### src/rtl/piso_tx_if.sv
// Parallel-in handshake and serial-out stream bundle for piso_tx.
// master drives words in and watches the stream; slave is the serializer.
interface piso_tx_if #(
    parameter int unsigned WIDTH = 8
);
    logic [WIDTH-1:0] in_data;
    logic             in_valid;
    logic             in_ready;
    logic             sdo;
    logic             sdo_valid;
    logic             frame_start;
    logic             frame_end;

    modport master (
        output in_data,
        output in_valid,
        input  in_ready,
        input  sdo,
        input  sdo_valid,
        input  frame_start,
        input  frame_end
    );

    modport slave (
        input  in_data,
        input  in_valid,
        output in_ready,
        output sdo,
        output sdo_valid,
        output frame_start,
        output frame_end
    );
endinterface

### src/rtl/piso_tx.sv
// Parallel-in serial-out transmitter: MSB-first frames with framing strobes.
// Define PISO_TX_PARITY_EN to append an even-parity bit after bit 0 of every frame.
module piso_tx #(
    parameter int unsigned WIDTH = 8
) (
    input logic     clk,
    input logic     rst_n,
    piso_tx_if.slave bus
);
    localparam int unsigned CntW = $clog2(WIDTH);
    localparam logic [CntW-1:0] CntMax = CntW'(WIDTH - 1);

`ifdef PISO_TX_PARITY_EN
    typedef enum logic [1:0] {StIdle, StShift, StParity} state_e;
`else
    typedef enum logic [0:0] {StIdle, StShift} state_e;
`endif

    state_e           state_q, state_d;
    logic [CntW-1:0]  cnt_q, cnt_d;
    logic [WIDTH-1:0] shreg_q, shreg_d;
`ifdef PISO_TX_PARITY_EN
    logic             parity_q, parity_d;
`endif

    logic last_bit;
    logic ready;
    logic xfer;

    always_ff @(posedge clk or negedge rst_n) begin
        if (!rst_n) begin
            state_q  <= StIdle;
            cnt_q    <= '0;
            shreg_q  <= '0;
`ifdef PISO_TX_PARITY_EN
            parity_q <= 1'b0;
`endif
        end else begin
            state_q  <= state_d;
            cnt_q    <= cnt_d;
            shreg_q  <= shreg_d;
`ifdef PISO_TX_PARITY_EN
            parity_q <= parity_d;
`endif
        end
    end

    // Outputs describe the bit currently held by the registers, so they are
    // all decoded from flops; in_ready depends on state only.
    always_comb begin
`ifdef PISO_TX_PARITY_EN
        last_bit = (state_q == StParity);
        bus.sdo  = ((state_q == StShift) && shreg_q[WIDTH-1]) ||
                   ((state_q == StParity) && parity_q);
`else
        last_bit = (state_q == StShift) && (cnt_q == '0);
        bus.sdo  = (state_q == StShift) && shreg_q[WIDTH-1];
`endif
        ready           = (state_q == StIdle) || last_bit;
        xfer            = bus.in_valid && ready;
        bus.in_ready    = ready;
        bus.sdo_valid   = (state_q != StIdle);
        bus.frame_start = (state_q == StShift) && (cnt_q == CntMax);
        bus.frame_end   = last_bit;
    end

    always_comb begin
        state_d  = state_q;
        cnt_d    = cnt_q;
        shreg_d  = shreg_q;
`ifdef PISO_TX_PARITY_EN
        parity_d = parity_q;
`endif
        case (state_q)
            StIdle: begin
                state_d = StIdle;
            end
            StShift: begin
                if (cnt_q != '0) begin
                    cnt_d   = cnt_q - 1'b1;
                    shreg_d = {shreg_q[WIDTH-2:0], 1'b0};
                end else begin
`ifdef PISO_TX_PARITY_EN
                    state_d = StParity;
`else
                    state_d = StIdle;
`endif
                end
            end
`ifdef PISO_TX_PARITY_EN
            StParity: begin
                state_d = StIdle;
            end
`endif
            default: begin
                state_d = StIdle;
            end
        endcase

        // A load in the final-bit cycle overrides the return to idle.
        if (xfer) begin
            state_d  = StShift;
            cnt_d    = CntMax;
            shreg_d  = bus.in_data;
`ifdef PISO_TX_PARITY_EN
            parity_d = ^bus.in_data;
`endif
        end
    end
endmodule

### src/flat_wrapper.sv
// flat-port wrapper written by rule: the top's interface ports become plain ports
module piso_tx_flat 
#(
    parameter int unsigned WIDTH = 8
)
  (clk, rst_n, bus_in_data, bus_in_valid, bus_in_ready, bus_sdo, bus_sdo_valid, bus_frame_start, bus_frame_end);
  piso_tx_if #(.WIDTH(WIDTH)) bus_i ();
  input logic clk;
  input logic rst_n;
  input wire logic [$bits(bus_i.in_data)-1:0] bus_in_data;
  input wire logic [$bits(bus_i.in_valid)-1:0] bus_in_valid;
  output wire logic [$bits(bus_i.in_ready)-1:0] bus_in_ready;
  output wire logic [$bits(bus_i.sdo)-1:0] bus_sdo;
  output wire logic [$bits(bus_i.sdo_valid)-1:0] bus_sdo_valid;
  output wire logic [$bits(bus_i.frame_start)-1:0] bus_frame_start;
  output wire logic [$bits(bus_i.frame_end)-1:0] bus_frame_end;
  assign bus_i.in_data = bus_in_data;
  assign bus_i.in_valid = bus_in_valid;
  assign bus_in_ready = bus_i.in_ready;
  assign bus_sdo = bus_i.sdo;
  assign bus_sdo_valid = bus_i.sdo_valid;
  assign bus_frame_start = bus_i.frame_start;
  assign bus_frame_end = bus_i.frame_end;
  piso_tx #(.WIDTH(WIDTH)) u_core (.clk(clk), .rst_n(rst_n), .bus(bus_i));
endmodule
### config.mk
export PLATFORM = sky130hd
export DESIGN_NAME = piso_tx_flat
export DESIGN_NICKNAME = d
export VERILOG_FILES = /design/src/rtl/piso_tx_if.sv /design/src/rtl/piso_tx.sv /design/src/flat_wrapper.sv
export SDC_FILE = /design/constraint.sdc
export NUM_CORES = 1
export LEC_CHECK = 0
export BUFFER_PORTS_ARGS = -buffer_cell sky130_fd_sc_hd__buf_2
export CORE_MARGIN = 3
export CORE_UTILIZATION = 24
export DETAILED_ROUTE_END_ITERATION = 12
export GPL_TIMING_DRIVEN = 0
export PLACE_DENSITY_LB_ADDON = 0.15
export SLEW_MARGIN = 20
export SYNTH_ARGS = -nofsm -noshare
export SYNTH_HDL_FRONTEND = slang
export SYNTH_SLANG_ARGS = --single-unit
### constraint.sdc
create_clock -name clk -period 1.8 [get_ports clk]
set_clock_uncertainty 0.1 [all_clocks]
set_input_delay 0.18 -clock clk [delete_from_list [all_inputs] [get_ports clk]]
set_output_delay 0.18 -clock clk [all_outputs]
set_load 0.05 [all_outputs]
# --- After elaboration in Yosys (flattened, before gate mapping) ---
# Index checks and enable logic that the tools add are counted.
# Widths: inputs -> output; s select.
totals:
  ff_bits: 12
  in_bits: 11
  output_inout_bits: 5
  wordCells: 25
op_classes:
  addsub: 1
  eq_ne: 1
  muxes: 9
  n_bitwise: 1
  reduce_logical: 10
op_table:
  columns: ["cell", "n"]
  rows:
  - ["$mux 8", 3]
  - ["$mux 3", 3]
  - ["$logic_and 1x1->1", 4]
  - ["$reduce_bool 2->1", 2]
  - ["$eq 3x3->1 const B", 1]
  - ["$logic_not 3->1", 1]
  - ["$reduce_bool 3->1", 1]
  - ["$sub 3x1->3 const B", 1]
  - ["$mux 1", 2]
  - ["$pmux 1 s2", 1]
  - ["$reduce_and 2->1", 1]
  - ["$logic_or 1x1->1", 1]
  - ["$not 1->1", 1]

# --- Longest topological paths before layout ---
depth:
  ltp_word: 6
  ltp_mapped: 6
  mapped_depth_nobuf: 5

# --- Least setup slack after synthesis ---
# No wires, ideal clock.
synth_path:
  path_kind: "register -> output"
  start: "register u_core.state_q (netlist: u_core.bus.sdo_valid)"
  end: "output bus_frame_end"
  arrival_ns: 1.455
  required_ns: 1.520
  setup_slack_ns: 0.065
  stages_incl_launch_ff: 3
  path_buffers: 0
  path_cell_list: "dfrtp_1 > inv_1 > nor2_1"
synth_via:
  elab_chain_len: 1
synth_rtl:
  columns: ["item", "line_no", "rtl"]
  rows:
  - ["from (decl)", "piso_tx.sv:19", "state_e state_q, state_d;"]
  - ["from (signal assigned)", "piso_tx.sv:32", "state_q <= StIdle;"]
  - ["from (signal assigned)", "piso_tx.sv:39", "state_q <= state_d;"]
  - ["$logic_and 1x1->1", "piso_tx.sv:56", "last_bit = (state_q == StShift) && (cnt_q == '0);"]
  - ["to (decl)", "flat_wrapper.sv:16", "output wire logic [$bits(bus_i.frame_end)-1:0] bus_frame_end;"]
# No other way between the ends.

# --- Final worst setup path ---
layout_path:
  start: "register u_core.cnt_q[0]"
  end: "output bus_in_ready"
layout_via:
  elab_chain_len: 3
layout_rtl:
  columns: ["item", "line_no", "rtl"]
  rows:
  - ["from (decl)", "piso_tx.sv:20", "logic [CntW-1:0] cnt_q, cnt_d;"]
  - ["from (signal assigned)", "piso_tx.sv:40", "cnt_q <= cnt_d;"]
  - ["$logic_not 3->1", "piso_tx.sv:56", null]
  - ["$logic_and 1x1->1", "piso_tx.sv:56", null]
  - ["$logic_or 1x1->1", "piso_tx.sv:59", "ready = (state_q == StIdle) || last_bit;"]
  - ["to (decl)", "flat_wrapper.sv:12", "output wire logic [$bits(bus_i.in_ready)-1:0] bus_in_ready;"]
# No other way between the ends.

==> flow_metrics.env <==
export IMPL_fin_ws_ns=0.107
export IMPL_yosysWarnings=0
export IMPL_max_clock_freq_mhz=591
export IMPL_yosysSeqAreaShare_pct=45.5
export IMPL_avgRoutedWirePerCell_um=11.8
export IMPL_drc_errors=0
export IMPL_nNetsFinal=92
export IMPL_die_w_um=58.5
export IMPL_cts_tree="built"
export IMPL_slowest_delay_ns=0.37
export IMPL_fin_crit_sh_pct=94.0
export IMPL_place_ws_ns=0.195
export IMPL_layout_drive_gt1_share_pct=55.8
export IMPL_gp_congestion=0.677
export IMPL_diodes=0
export IMPL_hp_class="input port to flip-flop"
export IMPL_ys_seq_elements=12
export IMPL_insertion_delay_ns=0.27
export IMPL_grt_max_degree=13
export IMPL_cp_end_kind="output pin"
export IMPL_netlist_instances=51
export IMPL_gr_total_overflow=0
export IMPL_slew_violations=0
export IMPL_netlist_area_um2=661
export IMPL_io_buffers=15
export IMPL_yosysUniqueCellTypes=17
export IMPL_combPwrFrac_pct=54.2
export IMPL_cts_sinks=12
export IMPL_async_reset_ff_share_pct=100
export IMPL_synth_most_common_cell="dfrtp_1"
export IMPL_grt_pass1_wl_mm=2.13
export IMPL_hold_viol_final=0
export IMPL_design_core_area_mm2=0.00254
export IMPL_h_tree_depth=1
export IMPL_crit_fanout=6
export IMPL_cp_slowest_cell="dfrtp_1"
export IMPL_dp_cells=96
export IMPL_grt_pass1_vias=490
export IMPL_drt_iter0_drc=4
export IMPL_antenna_found_initial=0
export IMPL_initial_utilization_pct=26.0
export IMPL_die_area_mm2=0.00342
export IMPL_total_power_w=0.00143
export IMPL_track_usage_pct=8.36
export IMPL_netlist_top_cells_area="dfrtp_1 45%, mux2_2 14%, mux2_4 14%"
export IMPL_wirelength_mm=1.26
export IMPL_whs_path_depth=3
export IMPL_path_depth=6
export IMPL_clkPwrFrac_pct=15.0
export IMPL_p_seq_share_pct=30.8
export IMPL_synth_commonest_cells="12 x dfrtp_1, 8 x mux2_2, 6 x mux2_4, 4 x nor2_1"
export IMPL_chipHeight_um=58.5
export IMPL_syn_nets=65
export IMPL_clockBufferDepth=2
export IMPL_powerDensity_mw_per_mm2=1620
export IMPL_viasPerCell=4.16
export IMPL_avgSynthCellArea_um2=13.0
export IMPL_drt_first_pass_iters=2
export IMPL_critical_path_top_delay_family="flip-flops"
export IMPL_p_sw_w=0.000527
export IMPL_period_minus_slack_ns=1.69
export IMPL_synth_enable_flop_cells=0
export IMPL_p_int_w=0.000902
export IMPL_rsz0062_at_grt="false"
export IMPL_path_class="flip-flop to output pin"
export IMPL_row_count=18
export IMPL_start_kind="flip-flop"
export IMPL_crit_required_ns=1.52
export IMPL_reg2regPathDepth=7
export IMPL_cp_arrival_ns=1.41
export IMPL_setup_viol=0
export IMPL_power_leakage_nw=0.458
export IMPL_cts_buffers=3
export IMPL_drtAntennaViolNets=0
export IMPL_path_clk_slew_ns=0.08
export IMPL_io_pins=16
export IMPL_hpwl_um=866
export IMPL_cts_root_buf="clkbuf_4"
export IMPL_worstPathCellList="inv_1 > ha_1 > nand2b_2 > nand2_2 > buf_12 > buf_8"
export IMPL_worst_slew_pin_slew_ns=0.282
export IMPL_yosysTopAreaCell="dfrtp_1"
export IMPL_fin_setup_tns_ns=0
export IMPL_maxCapViolCount=0
export IMPL_instances_no_fill=107
export IMPL_ir_drop_mv=0.780
export IMPL_status="complete, no violations"
export IMPL_via_count=445
export IMPL_area_growth_pct=33.7
export IMPL_sw_frac_of_total_pct=36.9
export IMPL_slew_headroom_pct=81.2
export IMPL_synth_top_area_share_pct=45.5
export IMPL_ys_dominant_reg_cell="dfrtp_1"
export IMPL_cp_buffers_inverters=3
==> final timing paths <==
kind                                               start                             to  slack [ns]
max                          u_core.cnt_q[0]$_DFFE_PN0P_                   bus_in_ready        0.11
min                                       bus_in_data[0]  u_core.shreg_q[0]$_DFFE_PN0P_        0.12
max reg2reg                  u_core.cnt_q[0]$_DFFE_PN0P_  u_core.shreg_q[1]$_DFFE_PN0P_        0.14
min reg2reg                u_core.shreg_q[2]$_DFFE_PN0P_  u_core.shreg_q[3]$_DFFE_PN0P_        0.40
max in group asynchronous                          rst_n  u_core.shreg_q[1]$_DFFE_PN0P_        1.17
min in group asynchronous                          rst_n  u_core.shreg_q[5]$_DFFE_PN0P_        0.21
==> area by class of cell <==
type | count | area (µm²)
Multi-Input combinational cell | 34 | 327
Inverter | 3 | 11.3
Clock buffer | 4 | 36.3
Buffer | 2 | 31.3
Timing Repair Buffer | 22 | 140
Sequential cell | 12 | 300
Fill cell | 266 | 1660
Tap cell | 30 | 37.5
==> routing by layer <==
layer / global-route usage [%] / up-vias / routed length [µm]
met5: 0 / - / 0
met4: 0.993 / 0 / 0
met3: 3.95 / 0 / 106
met2: 14.2 / 14 / 570
met1: 9.86 / 203 / 586
li1: - / 228 / -
==> cells by family after synthesis <==
| family | count (synthesis) | share of synthesized area, % |
|---|---|---|
| AOI/OAI and AO/OA | 2 | 2.27 |
| and+or+nand+nor | 12 | 9.66 |
| buffers and inverters | 5 | 5.11 |
| DFF | 12 | 45.5 |
| adders and majority gates | 3 | 5.68 |
| muxes | 17 | 31.8 |
==> cell usage in the layout, fill, tap and decap left out <==
| cell | Yosys | final |
|---|---|---|
| buf_8 | 0 | 1 |
| o311a_1 | 1 | 1 |
| buf_6 | 2 | 1 |
| nand2b_1 | 2 | 2 |
| dfrtp_1 | 12 | 12 |
| buf_12 | 0 | 1 |
| buf_4 | 0 | 6 |
| mux2_2 | 8 | 8 |
| nand2b_2 | 1 | 1 |
| dlygate4sd3_1 | 0 | 1 |
| nand2_1 | 1 | 1 |
| and2_1 | 1 | 1 |
| clkbuf_8 | 0 | 1 |
| inv_1 | 3 | 3 |
| a21oi_1 | 1 | 1 |
| mux2i_1 | 3 | 3 |
| nand2_2 | 1 | 1 |
| mux2_4 | 6 | 6 |
| and3_1 | 1 | 1 |
| nor2_1 | 4 | 4 |
| buf_2 | 0 | 14 |
| nand3_1 | 1 | 1 |
| ha_1 | 3 | 3 |
| clkbuf_4 | 0 | 3 |
==> repair_timing <==
action / 4_1_cts / 5_1_grt
gates resized for setup: 3 / 2
buffers inserted: 1 / 5
hold buffers: 1 / 0
endpoints found under the setup margin: 1 / 1
cloned: 0 / 0
hold endpoints to repair: 12 / 0
pin swaps: 0 / 0
==> tightest hold or removal path, delay by kind of cell <==
kind	cells	cell delay, ns
AOI/OAI and AO/OA	1	0.12
buffers and inverters	1	0.07
muxes	1	0.07
==> state kept, by name, indices dropped and copies added (netlist names) <==
| register | flops |
|---|---|
| u_core.cnt_q | 3 |
| u_core.bus.sdo_valid | 1 |
| u_core.shreg_q | 8 |
==> power by group through the flow <==
stage | registers (W) | clock network [W] | logic [W]
after floorplan | 0.000449 | 0 | 0.000512
after global placement | 0.000452 | 0 | 0.000627
after detailed placement | 0.000453 | 0 | 0.000635
after CTS | 0.000442 | 0.000224 | 0.000689
after global routing | 0.000455 | 0.000234 | 0.000843
final | 0.000440 | 0.000214 | 0.000775
==> stage by stage <==
step / cell area [µm²] / hold WS (ns) / util, %
finish: 883 / 0.121 / 34.7
global placement: 773 / -0.0213 / 30.4
floorplan: 661 / -0.216 / -
detailed placement: 773 / -0.0203 / 30.4
global route: 883 / 0.131 / 34.7
CTS: 837 / 0.121 / 32.9
(Power assumes the default switching activity.)
